## config.mk

```make
export PLATFORM = sky130hd
export DESIGN_NAME = phytx_fifo
export DESIGN_NICKNAME = d
export VERILOG_FILES = /design/src/rtl/phytx_pkg.sv /design/src/rtl/phytx_fifo_mem.sv /design/src/rtl/phytx_fifo.sv
export SDC_FILE = /design/constraint.sdc
export NUM_CORES = 1
export LEC_CHECK = 0
export ABC_AREA = 1
export BUFFER_PORTS_ARGS = -buffer_cell sky130_fd_sc_hd__buf_4
export CELL_PAD_IN_SITES_DETAIL_PLACEMENT = 1
export CELL_PAD_IN_SITES_GLOBAL_PLACEMENT = 2
export CORE_MARGIN = 4
export CORE_UTILIZATION = 45
export DETAILED_ROUTE_END_ITERATION = 8
export GPL_TIMING_DRIVEN = 1
export PLACE_DENSITY_LB_ADDON = 0.1
export SYNTH_ARGS = -nofsm -noshare
export SYNTH_HDL_FRONTEND = slang
export SYNTH_HIERARCHICAL = 1
export SYNTH_SLANG_ARGS = --single-unit
```

## constraint.sdc

```tcl
create_clock -name clk -period 3.8 [get_ports clk]
set_input_delay 0.19 -clock clk [delete_from_list [all_inputs] [get_ports clk]]
set_output_delay 0.19 -clock clk [all_outputs]
set_load 0.1 [all_outputs]
```

## src/rtl/phytx_pkg.sv

```systemverilog
// ----------------------------------------------------------------------------
// phytx_pkg
// Shared definitions for the USBPD PHY transmit FIFO and its TX-start
// sequencer: the sequencer state encoding, the default buffer depth and the
// byte constants used by the data path.
// ----------------------------------------------------------------------------
package phytx_pkg;

    // Gray-ordered so every legal transition flips exactly one state bit.
    typedef enum logic [1:0] {
        ST_IDLE = 2'd0,
        ST_REQ  = 2'd1,
        ST_BUSY = 2'd3,
        ST_DONE = 2'd2
    } phytx_state_e;

    // Default depth matches the PHY's 5-bit byte counter.
    localparam int PHYTX_DEPTH = 32;

    // Byte software loads to send a zero-payload frame.
    localparam logic [7:0] PHYTX_ZLP_BYTE = 8'h00;

    // Value presented on the head-byte output while the buffer is empty.
    localparam logic [7:0] PHYTX_EMPTY_RDAT = 8'h00;

endpackage : phytx_pkg

```

## src/rtl/phytx_fifo_mem.sv

```systemverilog
// ----------------------------------------------------------------------------
// phytx_fifo_mem
// DEPTH x 8 storage array for the PHY transmit FIFO. Synchronous write port,
// asynchronous (show-ahead) read port. The array is intentionally not reset;
// the read side is qualified by the occupancy count in the parent.
//
// Ports:
//   clk      in   clock, write on rising edge
//   we_i     in   write enable
//   waddr_i  in   AW  write address
//   wdata_i  in   8   write data
//   raddr_i  in   AW  read address
//   rdata_o  out  8   array contents at raddr_i
// ----------------------------------------------------------------------------
module phytx_fifo_mem #(
    parameter int DEPTH = 32,
    parameter int AW    = $clog2(DEPTH)
) (
    input  logic          clk,
    input  logic          we_i,
    input  logic [AW-1:0] waddr_i,
    input  logic [7:0]    wdata_i,
    input  logic [AW-1:0] raddr_i,
    output logic [7:0]    rdata_o
);

    logic [7:0] mem_q [DEPTH];

    // Write port: store one byte per enabled cycle.
    always_ff @(posedge clk) begin
        if (we_i) begin
            mem_q[waddr_i] <= wdata_i;
        end
    end

    assign rdata_o = mem_q[raddr_i];

endmodule : phytx_fifo_mem

```

## src/rtl/phytx_fifo.sv

```systemverilog
// ----------------------------------------------------------------------------
// phytx_fifo
// Transmit byte FIFO and TX-start sequencer feeding the USBPD PHY transmitter.
// Software pushes payload/K-code bytes; the PHY reads the show-ahead head byte
// plus a last-byte flag and pops as it serialises. A four-state sequencer turns
// a software "go" into a single-cycle TX request and reports completion when
// the PHY signals end of frame.
//
// Optional feature macro: PHYTX_FIFO_ERRFLAG_EN adds the sticky o_ovf/o_udf
// flags. Without it, overflow pushes are dropped and underflow pops ignored
// silently.
//
// Ports:
//   clk        in   clock
//   srstz      in   asynchronous active-low reset
//   i_wr       in   push strobe
//   i_wdat     in   8   push data
//   i_clr      in   flush pointers, count and error flags
//   i_txgo     in   software start pulse
//   i_pop      in   pop strobe from the PHY
//   i_goidle   in   PHY end-of-frame pulse
//   o_rdat     out  8   head byte (8'h00 when empty)
//   o_one      out  exactly one byte queued (PHY last-byte)
//   o_empty    out  buffer empty
//   o_full     out  buffer full
//   o_cnt      out  AW+1 occupancy
//   o_txreq    out  one-cycle TX request
//   o_busy     out  frame in progress
//   o_done     out  one-cycle completion pulse
//   o_ovf      out  sticky overflow (macro only)
//   o_udf      out  sticky underflow (macro only)
// ----------------------------------------------------------------------------
module phytx_fifo
    import phytx_pkg::*;
#(
    parameter int DEPTH = PHYTX_DEPTH,
    parameter int AW    = $clog2(DEPTH)
) (
    input  logic          clk,
    input  logic          srstz,
    input  logic          i_wr,
    input  logic [7:0]    i_wdat,
    input  logic          i_clr,
    input  logic          i_txgo,
    input  logic          i_pop,
    input  logic          i_goidle,
    output logic [7:0]    o_rdat,
    output logic          o_one,
    output logic          o_empty,
    output logic          o_full,
    output logic [AW:0]   o_cnt,
    output logic          o_txreq,
    output logic          o_busy,
    output logic          o_done
`ifdef PHYTX_FIFO_ERRFLAG_EN
    ,
    output logic          o_ovf,
    output logic          o_udf
`endif
);

    localparam logic [AW:0]   CNT_FULL = (AW+1)'(DEPTH);
    localparam logic [AW:0]   CNT_ONE  = (AW+1)'(1);
    localparam logic [AW-1:0] PTR_ONE  = AW'(1);

    logic [AW-1:0] wp_q, wp_d;
    logic [AW-1:0] rp_q, rp_d;
    logic [AW:0]   cnt_q, cnt_d;
    phytx_state_e  state_q, state_d;

    logic          empty_s;
    logic          full_s;
    logic          pop_ok_s;
    logic          push_ok_s;
    logic          mem_we_s;
    logic [7:0]    mem_rdata_s;

    assign empty_s   = (cnt_q == '0);
    assign full_s    = (cnt_q == CNT_FULL);
    assign pop_ok_s  = i_pop & ~empty_s;
    // A push at full is still taken when a pop frees the head slot this cycle.
    assign push_ok_s = i_wr & (~full_s | pop_ok_s);
    assign mem_we_s  = push_ok_s & ~i_clr;

    phytx_fifo_mem #(
        .DEPTH (DEPTH),
        .AW    (AW)
    ) u_mem (
        .clk     (clk),
        .we_i    (mem_we_s),
        .waddr_i (wp_q),
        .wdata_i (i_wdat),
        .raddr_i (rp_q),
        .rdata_o (mem_rdata_s)
    );

    // Pointer and occupancy next-state; flush overrides push and pop.
    always_comb begin
        wp_d  = wp_q;
        rp_d  = rp_q;
        cnt_d = cnt_q;
        if (i_clr) begin
            wp_d  = '0;
            rp_d  = '0;
            cnt_d = '0;
        end else begin
            if (push_ok_s) begin
                wp_d = wp_q + PTR_ONE;
            end else begin
                wp_d = wp_q;
            end
            if (pop_ok_s) begin
                rp_d = rp_q + PTR_ONE;
            end else begin
                rp_d = rp_q;
            end
            if (push_ok_s && !pop_ok_s) begin
                cnt_d = cnt_q + CNT_ONE;
            end else if (pop_ok_s && !push_ok_s) begin
                cnt_d = cnt_q - CNT_ONE;
            end else begin
                cnt_d = cnt_q;
            end
        end
    end

    // Pointer and occupancy registers.
    always_ff @(posedge clk or negedge srstz) begin
        if (!srstz) begin
            wp_q  <= '0;
            rp_q  <= '0;
            cnt_q <= '0;
        end else begin
            wp_q  <= wp_d;
            rp_q  <= rp_d;
            cnt_q <= cnt_d;
        end
    end

    // Sequencer next-state; the flush input deliberately does not touch it.
    always_comb begin
        state_d = state_q;
        case (state_q)
            ST_IDLE: begin
                if (i_txgo && !empty_s) begin
                    state_d = ST_REQ;
                end else begin
                    state_d = ST_IDLE;
                end
            end
            ST_REQ:  state_d = ST_BUSY;
            ST_BUSY: begin
                if (i_goidle) begin
                    state_d = ST_DONE;
                end else begin
                    state_d = ST_BUSY;
                end
            end
            ST_DONE: state_d = ST_IDLE;
            default: state_d = ST_IDLE;
        endcase
    end

    // Sequencer state register.
    always_ff @(posedge clk or negedge srstz) begin
        if (!srstz) begin
            state_q <= ST_IDLE;
        end else begin
            state_q <= state_d;
        end
    end

`ifdef PHYTX_FIFO_ERRFLAG_EN
    logic ovf_q, ovf_d;
    logic udf_q, udf_d;

    // Sticky error flags; flush clears them ahead of any set term.
    always_comb begin
        ovf_d = ovf_q;
        udf_d = udf_q;
        if (i_clr) begin
            ovf_d = 1'b0;
            udf_d = 1'b0;
        end else begin
            ovf_d = ovf_q | (i_wr & full_s & ~pop_ok_s);
            udf_d = udf_q | (i_pop & empty_s);
        end
    end

    // Error flag registers.
    always_ff @(posedge clk or negedge srstz) begin
        if (!srstz) begin
            ovf_q <= 1'b0;
            udf_q <= 1'b0;
        end else begin
            ovf_q <= ovf_d;
            udf_q <= udf_d;
        end
    end

    assign o_ovf = ovf_q;
    assign o_udf = udf_q;
`endif

    // All outputs decode from registered state only.
    assign o_rdat  = empty_s ? PHYTX_EMPTY_RDAT : mem_rdata_s;
    assign o_one   = (cnt_q == CNT_ONE);
    assign o_empty = empty_s;
    assign o_full  = full_s;
    assign o_cnt   = cnt_q;
    assign o_txreq = (state_q == ST_REQ);
    assign o_busy  = (state_q == ST_REQ) || (state_q == ST_BUSY);
    assign o_done  = (state_q == ST_DONE);

endmodule : phytx_fifo

```

# == Word level (Yosys, flattened, before mapping) ==
# Memories as Yosys holds them, arrays and structs flattened.
# Cells that the tools add are included.
# word_totals
regBits,18
ramBits,256
inputBits,15
out_inout_bits,20
elab_cells,46
n_memories,1
# op_classes
add_sub_neg,4
n_eq_ne,5
n_mux,13
bitwise_logic,7
n_reduce_logical,12
# memory_table
memory,depth,word_bits,rd,rd_ports_with_merged_regs,wr,line,text
u_mem.mem_q,32,8,1,0,1,phytx_fifo_mem.sv:27,logic [7:0] mem_q [DEPTH];
# op_table
cell,n
5-bit two-way mux,4
6-bit two-way mux,3
"5-bit by 1-bit adder with 5-bit output, second input constant",2
8-bit two-way mux,1
2-bit case mux with 4 select lines,1
"6-bit by 1-bit adder with 6-bit output, second input constant",1
"6-bit by 1-bit == test with 1-bit output, second input constant",1
"6-bit == test, second input constant",1
6-bit logical NOT,1
"6-bit by 1-bit subtractor with 6-bit output, second input constant",1
"2-bit == test, second input constant",2
1-bit two-way mux,4
2-bit nonzero test,2
1-bit bitwise AND,3
1-bit logical AND,3
1-bit logical NOT,3
1-bit NOT,3
3-bit nonzero test,1
"2-bit by 1-bit == test with 1-bit output, second input constant",1
2-bit logical NOT,1
1-bit logical OR,1
1-bit OR,1

# == Depth between registers and ports, before layout ==
# logic_depth
word_depth,10
mapped_depth,13
depth_no_buf,11

# == Cells and area by module ==
# Netlist, hierarchy kept.
# modules_own_cells
module,n_inst,cells_per_inst,area_each_um2,seq_area_each_um2
phytx_fifo_mem,1,914,10626.4,7687.4
phytx_fifo,1,174,1292.5,450.4

# == Worst setup path after synthesis ==
# OpenSTA, ideal clock, no wires.
# synth_path
path_kind,reg-to-reg
from,"reg cnt_q[0], in the netlist o_cnt[0]"
to,mem u_mem.mem_q[11][0] (enable)
setup_ns,0.370
arrival_time_ns,2.665
t_required_ns,3.430
slack_ns,0.765
path_stages_with_launch,10
path_buffers,0
period_less_slack_ns,3.035
path_cell_list,dfrtp_1 inv_1 ha_1 nand4_1 nand2_1 inv_1 nand2_1 inv_1 nand3_1 nor2_1
# synth_via
elab_chain_cells,8
word_cells_on_any_way,10
cone_classes,eq/ne (1); mux (2); bitwise (6); reduce/logical (1)
# synth_lines
item,line,text
from (decl),phytx_fifo.sv:68,"logic [AW:0] cnt_q, cnt_d;"
from (signal assigned),phytx_fifo.sv:136,cnt_q <= cnt_d;
6-bit logical NOT,phytx_fifo.sv:78,assign empty_s = (cnt_q == '0);
1-bit NOT,phytx_fifo.sv:80,assign pop_ok_s = i_pop & ~empty_s;
1-bit bitwise AND,phytx_fifo.sv:80,
1-bit OR (*),phytx_fifo.sv:82,assign push_ok_s = i_wr & (~full_s | pop_ok_s);
1-bit bitwise AND (*),phytx_fifo.sv:82,
1-bit bitwise AND (*),phytx_fifo.sv:83,assign mem_we_s = push_ok_s & ~i_clr;
named net mem_we_s,phytx_fifo.sv:75,logic mem_we_s;
1-bit two-way mux (*),phytx_fifo_mem.sv:31,if (we_i) begin
1-bit two-way mux (not written as such) (*),phytx_fifo_mem.sv:32,mem_q[waddr_i] <= wdata_i;
to (decl),phytx_fifo_mem.sv:27,
# Mark *: on every way through the listed nets, which the timed path passes. The rest lies on a longest branch.

# == Final worst setup path ==
# layout_path
from,reg rp_q[0]
to,out o_rdat[3]
# layout_via
elab_chain_cells,2
# layout_lines
item,line,text
from (decl),phytx_fifo.sv:67,"logic [AW-1:0] rp_q, rp_d;"
from (signal assigned),phytx_fifo.sv:135,rp_q <= rp_d;
memory read 32 x 8 bit,--,
named net mem_rdata_s[3],phytx_fifo.sv:76,logic [7:0] mem_rdata_s;
8-bit two-way mux,phytx_fifo.sv:206,assign o_rdat = empty_s ? PHYTX_EMPTY_RDAT : mem_rdata_s;
to (decl),phytx_fifo.sv:47,"output logic [7:0] o_rdat,"
# The timed path passes the listed nets, and every way through them passes these cells.

==> flow_summary_export.csv <==
group,metric,value,unit
run_status,run_status,"completed",
synthesis,yosys_most_used_dff,"edfxtp_1",
drt,drt-total-wl,31800,µm
drt,routedWlPerCell,21.4,µm
synthesis,ys_seq_area_share,68.3,%
placed_design,gp_congestion,0.764,
placed_design,place_area,12400,µm²
synthesis,syn-num-nets,1108,
synthesis,yosys.area_share.simple,24.9,%
drt,final_antenna_net_count,0,
synthesis,synthXorXnorAreaFrac,0.514,%
drt,drc_errors,0,
grt,grt_antenna_before_repair,0,
synthesis,synth.top_cell.area_share,64.5,%
grt,track_usage,22.3,%
die,initial_utilization,45.7,%
synthesis,synth_top_family_by_area,"simple AND/OR/NAND/NOR gates",
die,dieArea,29200,µm²
synthesis,synth_top_area_cell,"edfxtp_1",
grt,grt_pass1_vias,8331,
finish,final_util,51.4,%
drt,dr.pass1.iters,6,
power,p_per_area,688,nW/µm²
clock_tree,clk_latency,0.55,ns
die,rows,59,
synthesis,netlist_area,11900,µm²
timing,fin_tns_setup,0,ns
setup_path,crit_path_max_fanout,43,
clock_tree,htreeDepth,1,
finish,num_antenna_cells,0,
grt,overflow,0,
setup_path,reg2reg_from,"o_cnt[0]",
clock_tree,clk_pin_slew,0.06,ns
synthesis,synth.avg_cell_area,11.0,µm²
timing,finalCriticalPeriod,3.44,ns
synthesis,synth_cells,1088,
finish,syn2layout_area_growth,12.4,%
setup_path,critPathCaptureType,"output port",
timing,hold_slack,0.0450,ns
run,cap_violations,0,
finish,design_area,13400,µm²
clock_tree,ctsRootBufferMaster,"clkbuf_16",
synthesis,synth.most_common_cell,"nand2_1",
synthesis,synthTopCellsByCount,"416 x nand2_1, 256 x edfxtp_1, 214 x nand3_1",
setup_path,worstPathArrival,3.25,ns
placed_design,dp_cells,1432,
power,clockPowerShare,29.6,%
synthesis,synthMuxAreaShare,0,%
placed_design,portBuffers,34,
synthesis,synth_edf_count,256,
timing,rsz0062_at_grt,"no",
grt,grt_pass1_wl,49800,µm
synthesis,synth_fa_ha_area_share,0.525,%
setup_path,r2r_cells,10,
power,power_leakage,5.16,nW
timing,worst-slew-pin-transition,0.946,ns
setup_path,crit_start,"rp_q[0]",
placed_design,hpwl,19500,µm
power,sequentialPowerShare,37.8,%
timing,setup_violations,0,
clock_tree,cts.sinks,274,
die,core,26100,µm²
finish,instances_no_fill,1489,
setup_path,rr_endpoint,"u_mem/mem_q[18][3]",
clock_tree,clockBufferDepth,3,
synthesis,ys_async_sr_fraction,6.57,%
die,die_w,171,µm
timing,slew_headroom,36.7,%
setup_path,ff2ff_setup_slack,0.86,ns
power,p_sw_share,38.5,%
timing,hold_viol_final,0,
synthesis,ys_warn_count,6,
timing,skew,0.0172,ns
power,switchingPower,3.55,mW
timing,finalMaxSlewViolations,0,
synthesis,yosys-top-cells-area,"edfxtp_1 64%, nand2_1 13%, nand3_1 9.0%",
drt,vias_per_cell,5.40,
min_path,hold_class,"input port to asynchronous set/reset pin",
setup_path,startpoint_type,"flop",
die,pin_count,35,
synthesis,synth_cell_types,33,
synthesis,synth_compound_area_share,0.703,%
grt,grt_max_degree,99,
clock_tree,cts_tree,"yes",
finish,drive_gt1_share,10.7,%
power,p_comb_share,32.5,%
clock_tree,cts_resized,0,
finish,nets,1153,
timing,fmax,291,MHz
synthesis,ys_seq_elements,274,
timing,min_period_over_period,90.6,%
power,p_int,5.67,mW
drt,drtIter0Drc,606,
setup_path,crit_type,"flop to output port",
drt,vias,8039,
clock_tree,cts_buffers,30,
setup_path,required,3.61,ns
power,peakVddDrop,1080,µV
die,die_h,171,µm
setup_path,endpoint,"o_rdat[3]",
placed cells by master, fill, tap and decap left out, types with 8 or more instances in the layout:
master     instances
nand3_1          214
dfrtp_1           16
clkinv_2           8
nand4_1            8
nand2_1          416
inv_1             34
nor2_1            42
clkbuf_16         31
edfxtp_1         256
buf_4             64
metrics by stage:
stage                     total power, mW  setup slack [ns]
after global routing                 9.73             0.169
final                                9.22             0.359
after global placement               6.55             0.971
after floorplan                      5.89             0.765
after detailed placement             6.56             0.884
after CTS                            9.33             0.366
power groups by stage:
| stage | clock, mW | sequential [mW] | combinational (mW) |
|---|---|---|---|
| after CTS | 2.80 | 3.49 | 3.03 |
| after detailed placement | 0 | 3.55 | 3.01 |
| final | 2.73 | 3.49 | 3.00 |
| after global routing | 2.95 | 3.51 | 3.27 |
| after global placement | 0 | 3.55 | 3.00 |
| after floorplan | 0 | 3.64 | 2.25 |
critical path: stages, from the launching register on:
cell	delay (ns)
dfrtp_4	0.65
inv_4	0.46
buf_12	0.29
nand2_1	0.07
nand3_1	0.12
nand3_1	0.16
nand2_1	0.11
nand2_1	0.10
nand2_1	0.09
nand2_1	0.07
nand2_1	0.07
nand2_1	0.07
inv_1	0.08
buf_4	0.28
timing repair:
action / 4_1_cts / 5_1_grt
hold buffers: 4 / 0
buffers inserted: 0 / 0
hold endpoints to repair: 29 / 0
how the worst min path moves through the flow:
stage	from	end	slack [ns]	cells past startpoint
floorplan	srstz	o_cnt[0]	-0.11	0
global placement	srstz	o_cnt[2]	0.08	1
detailed placement	srstz	o_cnt[2]	0.08	1
CTS	srstz	o_cnt[2]	0.02	2
global route	srstz	o_cnt[3]	0.06	2
finish	srstz	o_cnt[1]	0.04	2
per-layer routing:
| metal | wire length [µm] | global-route usage, % | part of all wire [%] |
|---|---|---|---|
| met1 | 15200 | 33.1 | 48 |
| met2 | 14900 | 36.1 | 47 |
| met3 | 1210 | 2.91 | 3.8 |
| met4 | 516 | 3.89 | 1.6 |
| met5 | 0 | 0 | 0 |
area by class of cell:
type | instances | area [µm²]
fillers | 2783 | 12700
flip-flops and latches | 274 | 8140
multi-input cells | 717 | 3180
clock buffers | 37 | 798
repair buffers | 71 | 581
well taps | 335 | 419
inverters | 39 | 151
clock inverters | 16 | 123
kinds of logic after synthesis:
group                    count (synthesis)
buffers and inverters                   97
adder cells (fa/ha/maj)                  5
XOR/XNOR                                 7
AND/OR/NAND/NOR                        692
AO/OA/AOI/OAI                           13
flip-flops                             274
sequential cells by signal, summed over array words and instances, names as in the netlist:
| signal | cells |
|---|---|
| u_mem/mem_q | 256 |
| o_cnt | 6 |
| rp_q | 5 |
| wp_q | 5 |
| state_q | 2 |
(Power assumes the default switching activity.)
